[config.mk]
export PLATFORM = sky130hd
export DESIGN_NAME = pipe_ctrl
export DESIGN_NICKNAME = d
export VERILOG_FILES = /design/src/rtl/pipe_ctrl_pkg.sv /design/src/rtl/pipe_ctrl_stall_enc.sv /design/src/rtl/pipe_ctrl.sv
export SDC_FILE = /design/constraint.sdc
export NUM_CORES = 1
export LEC_CHECK = 0
export ABC_AREA = 0
export BUFFER_PORTS_ARGS = -buffer_cell sky130_fd_sc_hd__buf_2
export CORE_ASPECT_RATIO = 1.1
export CORE_UTILIZATION = 43
export CTS_CLUSTER_DIAMETER = 120
export CTS_CLUSTER_SIZE = 8
export DETAILED_ROUTE_END_ITERATION = 8
export PLACE_DENSITY = 0.79
export SLEW_MARGIN = 25
export SYNTH_ARGS = -nofsm -noshare
export SYNTH_HDL_FRONTEND = slang
export SYNTH_HIERARCHICAL = 1
export SYNTH_SLANG_ARGS = --single-unit
[constraint.sdc]
create_clock -name clk_in -period 1.85 [get_ports clk_in]
set_clock_uncertainty 0.1 [all_clocks]
set_input_delay 0.185 -clock clk_in [delete_from_list [all_inputs] [get_ports clk_in]]
set_output_delay 0.185 -clock clk_in [all_outputs]
set_load 0.01 [all_outputs]
[src/rtl/pipe_ctrl_pkg.sv]
// rtl/pipe_ctrl_pkg.sv - shared stall width, stall patterns and FSM encodings for pipe_ctrl
package pipe_ctrl_pkg;

    localparam int STALL_W = 6;

    typedef logic [STALL_W-1:0] stall_t;

    // Bit 0 is PC, bit 5 is WB; a set bit holds its stage when the next one is also set.
    localparam stall_t STALL_NONE = 6'b000000;
    localparam stall_t STALL_IF   = 6'b000011;
    localparam stall_t STALL_ID   = 6'b000111;
    localparam stall_t STALL_EX   = 6'b001111;
    localparam stall_t STALL_MEM  = 6'b011111;
    localparam stall_t STALL_ALL  = 6'b111111;

    typedef enum logic [1:0] {
        ST_IDLE  = 2'd0,
        ST_PEND  = 2'd1,
        ST_FLUSH = 2'd2
    } state_t;

endpackage

[src/rtl/pipe_ctrl_stall_enc.sv]
// rtl/pipe_ctrl_stall_enc.sv - stall_enc: combinational highest-priority stall request encoder
module stall_enc #(
    parameter int STALL_W = pipe_ctrl_pkg::STALL_W
) (
    input  logic               stallreq_if,
    input  logic               stallreq_id,
    input  logic               stallreq_ex,
    input  logic               stallreq_mem,
    input  logic               mask_mid,
    output logic [STALL_W-1:0] stall
);
    import pipe_ctrl_pkg::*;

    // mask_mid drops ID/EX requests from instructions that are being squashed.
    always_comb begin
        stall = STALL_W'(STALL_NONE);
        if (stallreq_mem) begin
            stall = STALL_W'(STALL_MEM);
        end else if (stallreq_ex && !mask_mid) begin
            stall = STALL_W'(STALL_EX);
        end else if (stallreq_id && !mask_mid) begin
            stall = STALL_W'(STALL_ID);
        end else if (stallreq_if) begin
            stall = STALL_W'(STALL_IF);
        end
    end

endmodule

[src/rtl/pipe_ctrl.sv]
// rtl/pipe_ctrl.sv - pipeline stall/flush controller; PIPE_CTRL_PERF_EN adds stall/flush counters
module pipe_ctrl #(
    parameter int STALL_W = pipe_ctrl_pkg::STALL_W,
    parameter int ADDR_W  = 32
) (
    input  logic               clk_in,
    input  logic               rst_in,
    input  logic               rdy_in,
    input  logic               stallreq_if_in,
    input  logic               stallreq_id_in,
    input  logic               stallreq_ex_in,
    input  logic               stallreq_mem_in,
    input  logic               flush_req_in,
    input  logic [ADDR_W-1:0]  flush_target_in,
    output logic [STALL_W-1:0] stall_out,
    output logic               flush_out,
    output logic               redirect_out,
    output logic [ADDR_W-1:0]  target_out
`ifdef PIPE_CTRL_PERF_EN
    ,
    output logic [31:0]        stall_cycles_out,
    output logic [31:0]        flush_count_out
`endif
);
    import pipe_ctrl_pkg::*;

    state_t             state;
    logic               flush_q;
    logic               fetch_clear;
    logic [STALL_W-1:0] enc_stall;

    stall_enc #(
        .STALL_W(STALL_W)
    ) u_stall_enc (
        .stallreq_if (stallreq_if_in),
        .stallreq_id (stallreq_id_in),
        .stallreq_ex (stallreq_ex_in),
        .stallreq_mem(stallreq_mem_in),
        .mask_mid    (state == ST_FLUSH),
        .stall       (enc_stall)
    );

    always_comb begin
        stall_out = enc_stall;
        if (!rst_in || !rdy_in) begin
            stall_out = '1;
        end
    end

    // An outstanding fetch (IF or MEM stall) must land before the redirect discards it.
    assign fetch_clear  = !stallreq_mem_in && !stallreq_if_in;
    assign flush_out    = flush_q && rdy_in;
    assign redirect_out = flush_q && rdy_in;

    always_ff @(posedge clk_in) begin
        if (!rst_in) begin
            state      <= ST_IDLE;
            flush_q    <= 1'b0;
            target_out <= '0;
        end else if (rdy_in) begin
            case (state)
                ST_IDLE: begin
                    flush_q <= 1'b0;
                    if (flush_req_in) begin
                        target_out <= flush_target_in;
                        if (fetch_clear) begin
                            state   <= ST_FLUSH;
                            flush_q <= 1'b1;
                        end else begin
                            state <= ST_PEND;
                        end
                    end
                end
                ST_PEND: begin
                    if (fetch_clear) begin
                        state   <= ST_FLUSH;
                        flush_q <= 1'b1;
                    end
                end
                ST_FLUSH: begin
                    state   <= ST_IDLE;
                    flush_q <= 1'b0;
                end
                default: begin
                    state   <= ST_IDLE;
                    flush_q <= 1'b0;
                end
            endcase
        end
    end

`ifdef PIPE_CTRL_PERF_EN
    always_ff @(posedge clk_in) begin
        if (!rst_in) begin
            stall_cycles_out <= '0;
            flush_count_out  <= '0;
        end else if (rdy_in) begin
            if (enc_stall != '0) begin
                stall_cycles_out <= stall_cycles_out + 32'd1;
            end
            if (state == ST_FLUSH) begin
                flush_count_out <= flush_count_out + 32'd1;
            end
        end
    end
`endif

endmodule
* Word-level counts from Yosys, hierarchy flattened
Index checks and enable logic that the tools add are counted. Widths: inputs -> output; s select.
Storage, ports and cells: register bits after elaboration 35, output and inout port bits 40, bits of input ports 40
Cells by class: reduce and logical (&&, ||, !) cells 14, mux-type cells 13, equality and inequality tests 4
Operators with widths (count):
- $mux 6 | 4
- $mux 2 | 4
- $reduce_and 3->1 | 2
- $logic_not 1->1 | 5
- $logic_and 1x1->1 | 4
- $ne 2x2->1 const B | 2
- $pmux 2 s2 | 1
- $mux 1 | 3
- $eq 2x1->1 const B | 1
- $eq 2x2->1 const B | 1
- $logic_not 2->1 | 1
- $pmux 1 s2 | 1
- $reduce_and 2->1 | 1
- $logic_or 1x1->1 | 1

* Depth between registers and ports, before layout
depth in word-level cells 7, mapped depth 6, gate-level depth less buffers 5

* By module
Netlist, hierarchy kept.
By module, submodules not included:
- pipe_ctrl | area an instance 1332.5 sq um, cells an instance 168, instances 1
- stall_enc | area an instance 70.1 sq um, cells an instance 10, instances 1

* Worst setup path after synthesis
Ideal clock, no wire load.
path kind register to output, start point register state[1], end point output stall_out[1], stages on the path, launching flop included 7, slack 393 ps, data required time 1565 ps, buffers on the path 1, arrival 1172 ps, path through dfxtp_1 > inv_1 > nor2_1 > o21bai_4 > nand2_1 > buf_4 > or2_2
On the way: cells in the longest elaborated chain, start to end 7
Ends and longest elaborated chain:
- from (decl) | RTL line pipe_ctrl.sv:27 | state_t state;
- from (signal assigned) | RTL line pipe_ctrl.sv:57 | state <= ST_IDLE;
- from (signal assigned) | RTL line pipe_ctrl.sv:67 | state <= ST_FLUSH;
- from (signal assigned) | RTL line pipe_ctrl.sv:70 | state <= ST_PEND;
- $eq 2x2->1 * | RTL line pipe_ctrl.sv:39 | .mask_mid (state == ST_FLUSH),
- $logic_not 1->1 * | RTL line pipe_ctrl_stall_enc.sv:19, pipe_ctrl_stall_enc.sv:21
- $logic_and 1x1->1 | RTL line pipe_ctrl_stall_enc.sv:21 | end else if (stallreq_id && !mask_mid) begin
- $mux 6 | RTL line pipe_ctrl_stall_enc.sv:21
- $mux 6 * | RTL line pipe_ctrl_stall_enc.sv:19 | end else if (stallreq_ex && !mask_mid) begin
- $mux 6 * | RTL line pipe_ctrl_stall_enc.sv:17 | if (stallreq_mem) begin
- via enc_stall[1] | RTL line pipe_ctrl.sv:30 | logic [STALL_W-1:0] enc_stall;
- $mux 6 * | RTL line pipe_ctrl.sv:45 | if (!rst_in || !rdy_in) begin
- to (decl) | RTL line pipe_ctrl.sv:15 | output logic [STALL_W-1:0] stall_out,
Mark *: on every way through the listed nets, which the timed path passes. The rest lies on a longest branch.

* Final worst setup path
start point register state[1], end point output stall_out[1]
On the way: cells in the longest elaborated chain, start to end 7
Ends and longest elaborated chain (RTL line):
- $eq 2x2->1 * | pipe_ctrl.sv:39
- $logic_not 1->1 * | pipe_ctrl_stall_enc.sv:19, pipe_ctrl_stall_enc.sv:21
- $logic_and 1x1->1 | pipe_ctrl_stall_enc.sv:21
- $mux 6 | pipe_ctrl_stall_enc.sv:21
- $mux 6 * | pipe_ctrl_stall_enc.sv:19
- $mux 6 * | pipe_ctrl_stall_enc.sv:17
- $mux 6 * | pipe_ctrl.sv:45
Every way passes the cells marked *; elsewhere a longest branch is shown, timed or not.

==> results by group <==
Timing
  – Slew Viols, Final: 0
  – Tcrit/Tclk final: 95.1%
  – Worst Setup Slack, final: 0.0915 ns
  – Hold WS: 0.0780 ns
  – Final hold vios: 0
  – Setup TNS Final: 0 ns
  – Minimum clock period: 1.76 ns
  – FMAX: 569 MHz
  – Final setup viols: 0

Final layout
  – Non-filler instance count after layout: 323
  – Area Overhead vs Synth: 56.7%
  – Filler cells: 255
  – Share of post-route cells with drive strength above 1: 35.6%
  – N_diodes: 0
  – Fin nets: 328

Synth
  – Post-synth top area share: 50.0%
  – Post-synth EDFFs: 0
  – Mapped cell area: 0.00140 mm²
  – Yosys top cell by area: dfxtp_1
  – Seq/Total Area, Yosys: 50.0%
  – Syn nets: 218
  – Synth Flop Type: dfxtp_1
  – Synth warn: 6
  – Cells after Synth: 178
  – Avg Cell Area, Syn: 7.88 µm²
  – Synthesized flop and latch total: 35
  – Synth async-reset ratio: 0%
  – Synth area leaders: dfxtp_1, nand2_1, a21oi_1, buf_4, or2_2
  – Synth cell types: 23

Power
  – Total power: 1.46 mW
  – Pwr Density: 665 mW/mm²
  – Clock Power Share: 26.1%
  – Sw Share: 25.9%
  – Leakage: 1.01 nW
  – Max VDD drop: 704 µV
  – Sw Pwr: 0.379 mW
  – Internal cell power: 1.08 mW
  – Sequential share of power: 55.2%
  – Comb power frac: 18.8%

Route
  – Drt initial violations: 61
  – Routed Antenna Nets: 0
  – Via count: 1522
  – DRC: 0
  – Number of vias per cell: 4.71
  – WL final: 3.64 mm
  – 1st-pass router iterations: 4
  – Wirelength per Cell: 11.3 µm

Worst setup path
  – Type of the worst setup path: register to output port
  – Worst Setup End Kind: output port
  – Req. time, crit path: 1.56 ns
  – Reg2reg path depth: 5
  – Worst Path Max Fanout: 4
  – Crit path DAT: 1.47 ns
  – Startpoint type of the worst setup path: register

Clocking
  – Clk_lat worst skew: 0.32 ns
  – Clk buf depth: 2
  – CTS tree: built
  – TritonCTS buffer count: 5
  – CTS Root Cell: clkbuf_4
  – Clock Pin Slew Worst Setup and Hold Paths: 0.10 ns
  – H-tree depth: 2
  – Num Clock Sinks: 35

Status
  – Status: completed

Die
  – Core Area: 0.00307 mm²
  – # rows: 21
  – Io pins: 80
  – Initial core utilization: 45.6%
  – Die Y: 61.9 µm
  – Die width: 56.5 µm
  – Die ar.: 0.00349 mm²

GRT
  – Vias in the first global route: 1420
  – Largest net degree at the start of global routing: 23
  – First-pass GRT wire length: 5.70 mm
  – GRT Total Usage: 21.3%
  – Antenna violations before repair: 0
  – Grt ovf: 0

Placed design
  – IO buf count: 79
  – DP Worst Slack: 0.256 ns
  – Post-DP HPWL: 2.17 mm
  – Routability cong.: 0.735
  – Dpl cells: 281

Run
  – Max cap viols: 0

Min path
  – Hold Path Class: primary input to register
  – Worst Hold Depth: 3
-- power groups by stage --
stage | sequential [mW] | combinational [mW] | clock [mW]
after floorplan | 0.840 | 0.108 | 0
after global placement | 0.824 | 0.213 | 0
after detailed placement | 0.825 | 0.215 | 0
after CTS | 0.807 | 0.269 | 0.398
after global routing | 0.812 | 0.303 | 0.436
final | 0.807 | 0.274 | 0.381
-- layout by cell type, fill, tap and decap left out, types with 2 or more instances in the layout --
cell type and n:
a21oi_1 34, buf_2 77, buf_4 7, buf_6 2, clkbuf_1 2, clkbuf_4 5
dfxtp_1 33, dlygate4sd3_1 33, inv_1 3, nand2_1 67, nand2b_1 2, nor2_1 2
or2_2 6
-- cell families (layout without fill, tap and decap cells) --
group,Yosys count,in the layout,share of synthesized area (%)
other cells,1,1,0.267
flops,35,35,50.0
simple gates,82,82,24.6
compound gates,40,40,16.2
buf+inv,20,131,8.92
-- synthesized netlist by cell type (all sizes together) (2+ instances only) --
| master | n |
|---|---|
| nor2 | 3 |
| buf | 13 |
| nand2 | 67 |
| inv | 3 |
| or2 | 6 |
| a21oi | 34 |
| clkbuf | 3 |
| dfxtp | 35 |
| nand2b | 2 |
-- worst max-delay path, stage by stage (launching register included) --
cell      delay, ns
dfxtp_4        0.37
inv_1          0.06
nor2_2         0.10
o21bai_4       0.13
nand2_1        0.07
or2_2          0.29
buf_2          0.14
-- metrics by stage --
stage               utilization, %  area [µm²]
floorplan                        -        1400
global placement              58.2        1790
detailed placement            58.2        1790
CTS                           70.8        2180
global route                  71.5        2200
finish                        71.5        2200
-- per-layer routing --
metal | vias up | part of all wire, % | wire, µm | track usage (%)
met5 | - | 0 | 0 | 0
met4 | 0 | 1.9 | 69 | 8.01
met3 | 9 | 6.4 | 233 | 6.83
met2 | 59 | 51 | 1850 | 41.2
met1 | 668 | 41 | 1480 | 21.8
li1 | 786 | - | - | -
-- state kept, by name, indices dropped and copies added (netlist names) --
name and cells:
target_out 32, flush_q 1, state 2
-- cell type report --
| class | count | area [µm²] | share of cell area, % |
|---|---|---|---|
| clock inverters | 1 | 5.00 | 0.228 |
| repair buffers | 119 | 791 | 36.0 |
| flip-flops and latches | 35 | 706 | 32.1 |
| clock buffers | 7 | 45.0 | 2.05 |
| well taps | 34 | 42.5 | 1.94 |
| inverters | 4 | 15.0 | 0.683 |
| multi-input cells | 123 | 594 | 27.0 |
-- repair_timing --
action	in CTS	in global routing
setup endpoints to repair	4	4
pin swaps	0	1
buffers inserted	0	1
hold buffers	33	0
resized for setup	3	3
cloned	0	0
endpoints found under the hold margin	33	0
-- final timing paths --
path	start	endpoint	slack, ns
max	state[1]$_SDFFE_PN0P_	stall_out[1]	0.09
min	flush_req_in	state[0]$_SDFFE_PN0P_	0.08
max reg2reg	state[1]$_SDFFE_PN0P_	target_out[28]$_SDFFE_PN0P_	0.41
min reg2reg	target_out[31]$_SDFFE_PN0P_	target_out[31]$_SDFFE_PN0P_	0.36
No activity file was read; power rests on OpenSTA's default activity.
